File: src/rtl/shift_load_sequencer.sv
`default_nettype none
// ============================================================================
// Module      : shift_load_sequencer
// Description : Small word FIFO feeding a fixed-period load sequencer. Each
//               slot issues a one-cycle Load strobe with the FIFO head on D
//               and then waits out the rest of the PERIOD-cycle slot while
//               the downstream 4-bit shift register shifts.
//               Optional feature macro: SHIFT_SEQ_COUNT_EN adds an 8-bit
//               wrapping Load_Count output.
// Revision    : 1.0 - initial release
// ============================================================================
module shift_load_sequencer #(
  parameter int DEPTH  = 4,   // FIFO capacity, power of two, 2..16
  parameter int PERIOD = 4    // clocks per load slot, 2..255
) (
  input  logic       Clk,
  input  logic       Reset,
  input  logic       In_Valid,
  input  logic [3:0] In_Data,
  output logic       In_Ready,
  output logic       Load,
  output logic [3:0] D,
  output logic       Busy,
  output logic [4:0] Level
`ifdef SHIFT_SEQ_COUNT_EN
  ,
  output logic [7:0] Load_Count
`endif
);

  localparam int             c_AW          = (DEPTH > 1) ? $clog2(DEPTH) : 1;
  localparam logic [4:0]     c_DEPTH       = 5'(DEPTH);
  localparam logic [7:0]     c_SLOT_RELOAD = 8'(PERIOD - 2);
  localparam logic [c_AW-1:0] c_PTR_ONE    = c_AW'(1);

  typedef enum logic [1:0] {
    ST_IDLE  = 2'd0,
    ST_LOAD  = 2'd1,
    ST_SHIFT = 2'd2
  } state_t;

  state_t          r_state;
  logic [7:0]      r_count;
  logic [c_AW-1:0] r_wrPtr;
  logic [c_AW-1:0] r_rdPtr;
  logic [3:0]      r_mem [DEPTH];
  logic            w_push;
  logic            w_pop;

  // Ready depends only on the registered occupancy, so a pop on the same
  // edge never frees a slot for the word being offered in that cycle.
  assign In_Ready = (Level != c_DEPTH);
  assign w_push   = In_Valid && In_Ready;

  // A slot starts from IDLE or at the end of a slot, judged on the occupancy
  // before this edge; a word pushed into an empty FIFO waits one cycle.
  assign w_pop = (Level != 5'd0) &&
                 ((r_state == ST_IDLE) ||
                  ((r_state == ST_SHIFT) && (r_count == 8'd0)));

  // FIFO storage: written at the tail on every accepted word.
  always_ff @(posedge Clk) begin
    if (w_push) begin
      r_mem[r_wrPtr] <= In_Data;
    end
  end

  // FIFO pointers and occupancy; pointers wrap naturally at DEPTH.
  always_ff @(posedge Clk or posedge Reset) begin
    if (Reset) begin
      r_wrPtr <= '0;
      r_rdPtr <= '0;
      Level   <= 5'd0;
    end else begin
      if (w_push) begin
        r_wrPtr <= r_wrPtr + c_PTR_ONE;
      end
      if (w_pop) begin
        r_rdPtr <= r_rdPtr + c_PTR_ONE;
      end
      case ({w_push, w_pop})
        2'b10:   Level <= Level + 5'd1;
        2'b01:   Level <= Level - 5'd1;
        default: Level <= Level;
      endcase
    end
  end

  // Slot sequencer with registered Load, D and Busy outputs.
  always_ff @(posedge Clk or posedge Reset) begin
    if (Reset) begin
      r_state <= ST_IDLE;
      r_count <= 8'd0;
      Load    <= 1'b0;
      D       <= 4'b0000;
      Busy    <= 1'b0;
    end else begin
      Load <= 1'b0;
      case (r_state)
        ST_IDLE: begin
          if (w_pop) begin
            r_state <= ST_LOAD;
            Load    <= 1'b1;
            D       <= r_mem[r_rdPtr];
            Busy    <= 1'b1;
          end
        end
        ST_LOAD: begin
          r_state <= ST_SHIFT;
          r_count <= c_SLOT_RELOAD;
          Busy    <= 1'b1;
        end
        ST_SHIFT: begin
          if (r_count == 8'd0) begin
            if (w_pop) begin
              r_state <= ST_LOAD;
              Load    <= 1'b1;
              D       <= r_mem[r_rdPtr];
              Busy    <= 1'b1;
            end else begin
              r_state <= ST_IDLE;
              Busy    <= 1'b0;
            end
          end else begin
            r_count <= r_count - 8'd1;
          end
        end
        default: begin
          r_state <= ST_IDLE;
          Busy    <= 1'b0;
        end
      endcase
    end
  end

`ifdef SHIFT_SEQ_COUNT_EN
  // Count every slot start; the 8-bit counter wraps from 255 to 0.
  always_ff @(posedge Clk or posedge Reset) begin
    if (Reset) begin
      Load_Count <= 8'd0;
    end else if (w_pop) begin
      Load_Count <= Load_Count + 8'd1;
    end
  end
`endif

endmodule
`default_nettype wire

File: config.mk
export PLATFORM = sky130hd
export DESIGN_NAME = shift_load_sequencer
export DESIGN_NICKNAME = d
export VERILOG_FILES = /design/src/rtl/shift_load_sequencer.sv
export SDC_FILE = /design/constraint.sdc
export NUM_CORES = 1
export LEC_CHECK = 0
export BUFFER_PORTS_ARGS = -buffer_cell sky130_fd_sc_hd__buf_2
export CAP_MARGIN = 20
export CORE_MARGIN = 4
export CORE_UTILIZATION = 34
export DETAILED_ROUTE_END_ITERATION = 10
export PLACE_DENSITY = 0.6
export SETUP_SLACK_MARGIN = 0.4
export SLEW_MARGIN = 20
export SYNTH_ARGS = -nofsm -noshare
export SYNTH_HDL_FRONTEND = slang
export SYNTH_SLANG_ARGS = --single-unit
File: constraint.sdc
create_clock -name Clk -period 3.2 [get_ports Clk]
set_clock_uncertainty 0.15 [all_clocks]
set_input_delay 0.16 -clock Clk [delete_from_list [all_inputs] [get_ports Clk]]
set_output_delay 0.16 -clock Clk [all_outputs]
set_load 0.02 [all_outputs]
After elaboration in Yosys (flattened, before gate mapping)
Memory sizes are Yosys's and may differ from the RTL's.
Index checks and enable logic that the tools add are counted.
- RAM bits: 16
- input bits: 7
- memories: 1
- output and inout port bits: 12
- register bits: 25
- memory list (name ; depth ; width ; rd ports ; clocked after memory_dff ; write ports ; RTL line ; text):
    r_mem ; 4 ; 4 ; 1 ; 0 ; 1 ; 46 ; logic [3:0] r_mem [DEPTH];
- eq/ne operators: 8
- multiplexer cells: 18
- $add $sub $neg: 5
- reduce and logical (&&, ||, !) cells: 13
- operators by type and width (kind ; number):
    $pmux 8 s2 ; 1
    $pmux 5 s2 ; 1
    $logic_not 8->1 ; 1
    $mux 4 ; 2
    $mux 8 ; 1
    $pmux 4 s2 ; 1
    $sub 8x1->8 const B ; 1
    $mux 1 ; 7
    $pmux 2 s3 ; 1
    $reduce_and 2->1 ; 3
    $reduce_bool 2->1 ; 3
    $add 5x1->5 const B ; 1
    $ne 5x3->1 const B ; 1
    $reduce_bool 5->1 ; 1
    $sub 5x1->5 const B ; 1
    $add 2x1->2 const B ; 2
    $eq 2x1->1 const B ; 2
    $eq 2x2->1 const B ; 2
    $mux 2 ; 2
    $ne 2x2->1 const B ; 2
    $logic_and 1x1->1 ; 3
    $pmux 1 s3 ; 1
    $logic_not 2->1 ; 1
    $ne 2x1->1 const B ; 1
    2 further kinds ; 2

Logic depth before layout (Yosys ltp)
Gate-level depths: netlist of run 1.
- word-level depth: 7
- depth in mapped cells: 12
- mapped depth without buffers: 12

Least setup slack after synthesis of run 1
OpenSTA, ideal clock, no wires.
- kind: register to register
- from: reg r_count[0]
- to: reg Level[4]
- arrival: 2.754 ns
- path buffers: 0
- stages on the path, launching flop included: 13
- setup slack: 0.150 ns
- period minus slack after synthesis: 3.050 ns
- cells stage by stage: dfrtp_1 > inv_1 > ha_1 > nor3b_2 > nand2_4 > a211oi_4 > ha_1 > inv_1 > fa_1 > nor2b_1 > o211ai_1 > o211ai_1 > o311ai_0
- cells in the longest elaborated chain, start to end: 6
- elaborated cells between the ends (all ways): 8
- those cells by class: eq/ne (2); mux (1); reduce/logical (5)
- ends and longest elaborated chain (element ; RTL line ; text):
    from (decl) ; 43 ; logic [7:0] r_count;
    from (signal assigned) ; 110 ; r_count <= c_SLOT_RELOAD;
    from (signal assigned) ; 125 ; r_count <= r_count - 8'd1;
    $logic_not 8->1 * ; 59 ; ((r_state == ST_SHIFT) && (r_count == 8'd0)));
    $logic_and 1x1->1 * ; 59 ;
    $logic_or 1x1->1 * ; 58 ; ((r_state == ST_IDLE) ||
    $logic_and 1x1->1 * ; 57 ; assign w_pop = (Level != 5'd0) &&
    named net w_pop ; 48 ; logic w_pop;
    $eq 2x1->1 / $eq 2x2->1 (equally long branches) ; 81 ; case ({w_push, w_pop})
    $pmux 5 s2 / $reduce_bool 2->1 (equally long branches) ; n/a ;
    to (signal assigned) ; 82 ; 2'b10: Level <= Level + 5'd1;
    to (signal assigned) ; 83 ; 2'b01: Level <= Level - 5'd1;
    to (signal assigned) ; 84 ; default: Level <= Level;
    to (decl) ; 24 ; output logic [4:0] Level
The timed path passes the listed nets; every way through them passes the cells marked *.
A chain may end at the register's enable or synchronous reset.

Worst setup path after layout of run 1
- from: reg r_count[1]
- to: reg Level[4]
Same word-level chain as after synthesis.

==> qor.csv, run 1 <==
metric,value,unit
Leak,1.04,nW
fin area,2550,um^2
most frequent cell after synthesis,dfrtp_1,
DRC,0,
vias per cell,4.96,
DRT iter0 DRCs,102,
ratio of cells with drive above 1 in the final layout,0.318,
Root Driver,clkbuf_8,
CP max stage cell,dfrtp_1,
maximum clock path buffer count,2,
area delta synth->final,22.2,%
vias in the first global route,1301,
cell taking the most area after synthesis,dfrtp_1,
Global Route met1 Usage,0.157,
max_slew headroom,0.613,
Setup crit start kind,flop,
min cycle time layout,2.72,ns
Post-DP Area,2310,um^2
ranking of synthesized cells by area,"dfrtp_1, edfxtp_1, ha_1",
WHS Path Cells,3,
worst path required time,3.22,ns
drt pass-1 iters,4,
Pins Over Slew Limit,0,
Post-synth EDFFs,16,
Mapped Area,2090,um^2
initial antenna violation count,0,
Post-Syn Nets,181,
die width,86.3,um
critical path launch point,r_count[1],
fmax,367,MHz
prevailing post-synth register cell,dfrtp_1,
DR WL/cell,14.1,um
PD cells,1060,nW/um^2
TritonCTS clock tree,yes,
Core Footprint,5920,um^2
Die Area,7450,um^2
final WL,3840,um
CTS buffer count,5,
final hold violation count,0,
Crit. path cell count,12,
total grt overflow,0,
DP Cell Count,254,
Yosys warning count,0,
DP Worst Slack,0.345,ns
Non-Filler Instances,273,
H-tree depth,2,
post-synthesis cell type count,49,
global-route wire length before repair,6510,um
Initial Util,0.352,
post-route worst setup slack,0.479,ns
met3 usage,0.0266,
Yosys reg bits,41,
worst min path class,in -> reg,
Max VDD drop,0.000444,V
CP cell instances,"inv_1, ha_1, nor3b_4, nand2_4, a211oi_4, ha_4, buf_4, ha_4, nor2b_2, o21a_1, o211ai_1, o311ai_1",
All-Layer GR Usage,0.114,
max-capacitance violation count,0,
Fin Setup TNS,0,ns
critical path class,reg -> reg,
worst-margin pin slew,0.577,ns
Die Height,86.3,um
GP Congestion,0.832,
top cell type's share of synthesized area,0.300,
register clock-pin slew on the reported worst setup and hold paths,0.08,ns
asr flop ratio synth,0.610,
crit-path most repeated cell,ha_4,
crit path max fanout,5,
final period utilization,0.850,
hold path startpoint,In_Valid,
IO Count,19,
Worst path max stage delay,0.43,ns
RSZ-0062 raised after global routing,false,
"Most Used Layer, Global Route",met2,
Commonest cells post-synth,"dfrtp_1, edfxtp_1, inv_1",
"Seq/Total Area, Yosys",0.530,
clk_lat worst skew,0.30,ns
met2 Resource Use GR,0.168,
HPWL after DPL,2680,um
Buffers & Inverters on Critical Path,2,
Layout fillers,538,
total chip power,2.70,mW
"Avg Cell Area, Syn",12.8,um^2
RR Startpoint,r_count[1],
number of placement rows,28,
Cells after Synth,163,
final net count,215,
pin count of the biggest net entering global routing,26,
final setup violation count,0,
cells on worst reg2reg path,12,
status,"finished, final reports clean",
CP endpoint kind,flop,
CP arrival,2.74,ns
Final ANT Viol Nets,0,
Clock Sinks,41,
port bufs,18,
# diodes,0,
"Largest delay share family, worst path",compound AO/OA/AOI/OAI gates,
via count,1355,
==> where the power goes <==
group          internal [mW]  switching, mW
Clock                  0.234          0.191
Sequential             0.751          0.208
Combinational          0.652          0.665
==> per-stage QoR <==
stage / utilization / hold WS [ns]
floorplan: - / 0.0373
global route: 0.430 / 0.169
global placement: 0.390 / 0.231
CTS: 0.419 / 0.130
finish: 0.430 / 0.128
detailed placement: 0.390 / 0.231
==> what timing repair did <==
action | 4_1_cts | 5_1_grt
setup endpoints to repair | 1 | 2
buffers inserted | 1 | 4
resized for setup | 0 | 5
pin swaps | 0 | 4
hold buffers | 5 | 0
hold endpoints to repair | 41 | 0
==> registers in the layout, indices dropped and copies added (netlist names) <==
| signal | cells |
|---|---|
| Busy | 1 |
| Load | 1 |
| r_rdPtr | 2 |
| D | 4 |
| r_mem | 16 |
| r_count | 8 |
| Level | 5 |
| r_state | 2 |
| r_wrPtr | 2 |
==> cell type report <==
cell class                      count  area (um^2)  share of cell area
Clock buffer                        5         68.8              0.0270
Clock inverter                      3         46.3              0.0182
Inverter                           15         56.3              0.0221
Multi-Input combinational cell    101          953               0.374
Sequential cell                    41         1110               0.434
Tap cell                           75         93.8              0.0368
Timing Repair Buffer               33          223              0.0874
==> cells by family after synthesis <==
logic type | after synthesis | synth area share
xor gates and xnor gates | 6 | 0.0252
DFF | 41 | 0.530
AOI/OAI and AO/OA | 39 | 0.136
muxes | 11 | 0.0870
buffers and inverters | 21 | 0.0384
adders and majority gates | 11 | 0.0696
and+or+nand+nor | 34 | 0.113
==> worst min-delay path, cell delays in order <==
cell	delay [ns]
buf_2	0.11
and2_1	0.18
xnor2_1	0.08
==> path summary, 6_finish.rpt <==
kind	slack, ns	to
worst min register to register	0.37	D[3]
worst min-delay path	0.13	r_wrPtr[0]
worst max register to register	0.48	Level[4]
max in group asynchronous	2.25	r_count[1]
worst max-delay path	0.48	Level[4]
min in group asynchronous	0.23	D[0]
==> cells in the final DEF, fill, tap and decap left out, types with 2 or more instances in the layout <==
master and n:
and3_1 4, mux4_2 4, a211oi_1 3, ha_1 8, nand2_1 4, edfxtp_1 16, ha_4 2, dfrtp_1 24
xnor2_1 3, o21ai_0 10, nand3_1 3, or3_1 2, or4_4 2, a21oi_1 3, o211ai_1 4, mux2i_1 2
o311ai_0 3, xor2_1 3, buf_4 9, a22oi_1 3, a21o_1 2, clkbuf_8 5, nor2_1 3, buf_2 18
inv_1 13, mux2_4 4, dlygate4sd3_1 5, and2_1 2, nor3_1 2, nor4_4 2
==> per-layer routing <==
layer	up-vias	share of wire	wire (um)
met5	-	0	0
met4	0	0.020	75
met3	6	0.030	115
met2	19	0.47	1810
met1	652	0.48	1840
li1	678	-	-
(Power assumes the default switching activity.)
==> run 2, diff against run 1 <==
--- a/config.mk
+++ b/config.mk
@@ -10,7 +10,7 @@
 export CORE_MARGIN = 4
 export CORE_UTILIZATION = 34
 export DETAILED_ROUTE_END_ITERATION = 10
-export PLACE_DENSITY = 0.6
+export PLACE_DENSITY = 0.58
 export SETUP_SLACK_MARGIN = 0.4
 export SLEW_MARGIN = 20
 export SYNTH_ARGS = -nofsm -noshare
==> qor.csv, run 2 (same netlist as run 1, synthesis figures left out) <==
metric,value,unit
status,"finished, final reports clean",
cells on worst reg2reg path,12,
drt pass-1 iters,4,
H-tree depth,2,
initial antenna violation count,0,
pin count of the biggest net entering global routing,26,
GP Congestion,0.755,
"leading cell types in the layout, fill and taps excluded","dfrtp_1, buf_2, buf_4, edfxtp_1, inv_1",
Initial Util,0.352,
All-Layer GR Usage,0.112,
WHS Path Cells,3,
final net count,222,
final setup violation count,0,
Pins Over Slew Limit,0,
RSZ-0062 raised after global routing,true,
CP arrival,2.77,ns
Fin Setup TNS,0,ns
number of placement rows,28,
DRT iter0 DRCs,47,
IO Count,19,
clk_lat worst skew,0.30,ns
Final ANT Viol Nets,0,
Clock Sinks,41,
final period utilization,0.848,
HPWL after DPL,2690,um
number of flip-flops in the largest register,16,
DR WL/cell,14.5,um
max_slew headroom,0.385,
worst-margin pin slew,0.917,ns
hold path startpoint,In_Valid,
CTS buffer count,5,
final hold violation count,0,
via count,1396,
register clock-pin slew on the reported worst setup and hold paths,0.08,ns
maximum clock path buffer count,2,
r2r endpoint,Level[4],
port bufs,18,
die width,86.3,um
min cycle time layout,2.71,ns
Biggest register,r_mem,
# diodes,0,
vias per cell,4.99,
PD cells,1070,nW/um^2
top flop regs,"r_mem (16), r_count (8), Level (5)",
ratio of cells with drive above 1 in the final layout,0.346,
TritonCTS clock tree,yes,
"commonest non-fill, non-tap cell in the layout",dfrtp_1,
CP endpoint kind,flop,
crit path max fanout,6,
DRC,0,
Max VDD drop,0.000542,V
area delta synth->final,23.5,%
worst min path class,in -> reg,
worst path required time,3.25,ns
Die Area,7450,um^2
global-route wire length before repair,6610,um
Root Driver,clkbuf_8,
final WL,4050,um
total grt overflow,0,
r2r setup slk,0.49,ns
Hold EP,r_wrPtr[0],
fmax,368,MHz
total chip power,2.75,mW
Setup crit start kind,flop,
max-capacitance violation count,0,
RR Startpoint,r_count[0],
vias in the first global route,1359,
Die Height,86.3,um
critical path class,reg -> reg,
Leak,1.06,nW
Core Footprint,5920,um^2
-- run 2: cell types whose count changed in the layout (fill, tap and decap cells not counted), sizes merged --
| cell | previous run | this run |
|---|---|---|
| bufinv | 1 | 0 |
| buf | 28 | 35 |
| inv | 14 | 15 |
-- run 2: metal layers --
layer	share of wire	vias to the layer above	track usage
li1	-	685	-
met1	0.45	681	0.147
met2	0.50	21	0.181
met3	0.026	9	0.0266
met4	0.019	0	0.0439
met5	0	-	0
-- run 2: layout make-up --
class | instances | area, um^2
fill | 558 | 3350
sequential | 41 | 1110
multi-input combinational | 101 | 958
timing repair buffer | 40 | 268
tap | 75 | 93.8
clock buffer | 5 | 68.8
inverter | 15 | 58.8
clock inverter | 3 | 21.3
-- run 2: critical path, cell delays in order, from the launching register on --
cell and delay (ns):
dfrtp_1 0.43, inv_2 0.11, ha_4 0.12, nor3b_4 0.22
nand2_4 0.11, a211oi_4 0.32, ha_4 0.23, inv_4 0.05
fa_2 0.36, nor2b_2 0.16, o21a_1 0.18, o211ai_1 0.09
o311ai_1 0.09
-- run 2: worst max path at each step --
stage,startpoint,slack (ns),cells after the start,endpoint
2_1_floorplan,r_count[0],0.39,12,Level[4]
5_1_grt,r_count[1],0.34,12,Level[4]
3_5_place_dp,r_count[1],0.34,12,Level[4]
3_3_place_gp,r_count[0],0.44,12,Level[4]
6_report,r_count[0],0.49,12,Level[4]
4_1_cts,r_count[2],0.41,10,Level[4]
-- run 2: what timing repair did --
item	4_1_cts	5_1_grt
resized for setup	0	7
hold endpoints to repair	41	0
setup buffers	1	12
endpoints found under the setup margin	1	2
hold buffers	5	0
pin swaps	0	9
-- run 2: report_power, final --
part           total, mW  switching (mW)  leakage [nW]  internal (mW)
Combinational       1.45           0.716         0.564          0.737
Clock              0.347           0.192        0.0445          0.155
Sequential         0.949           0.199         0.452          0.750
Total               2.75            1.11          1.06           1.64
-- run 2: metrics by stage --
step                      instance area (um^2)  hold slack [ns]  std cells  utilization  setup WS [ns]
after CTS                                 2460            0.113        268        0.415          0.411
final                                     2570            0.120        280        0.435          0.485
after floorplan                           2120           0.0373        163            -          0.387
after global routing                      2570            0.141        280        0.435          0.344
after global placement                    2310            0.233        254        0.390          0.444
after detailed placement                  2310            0.232        254        0.390          0.338
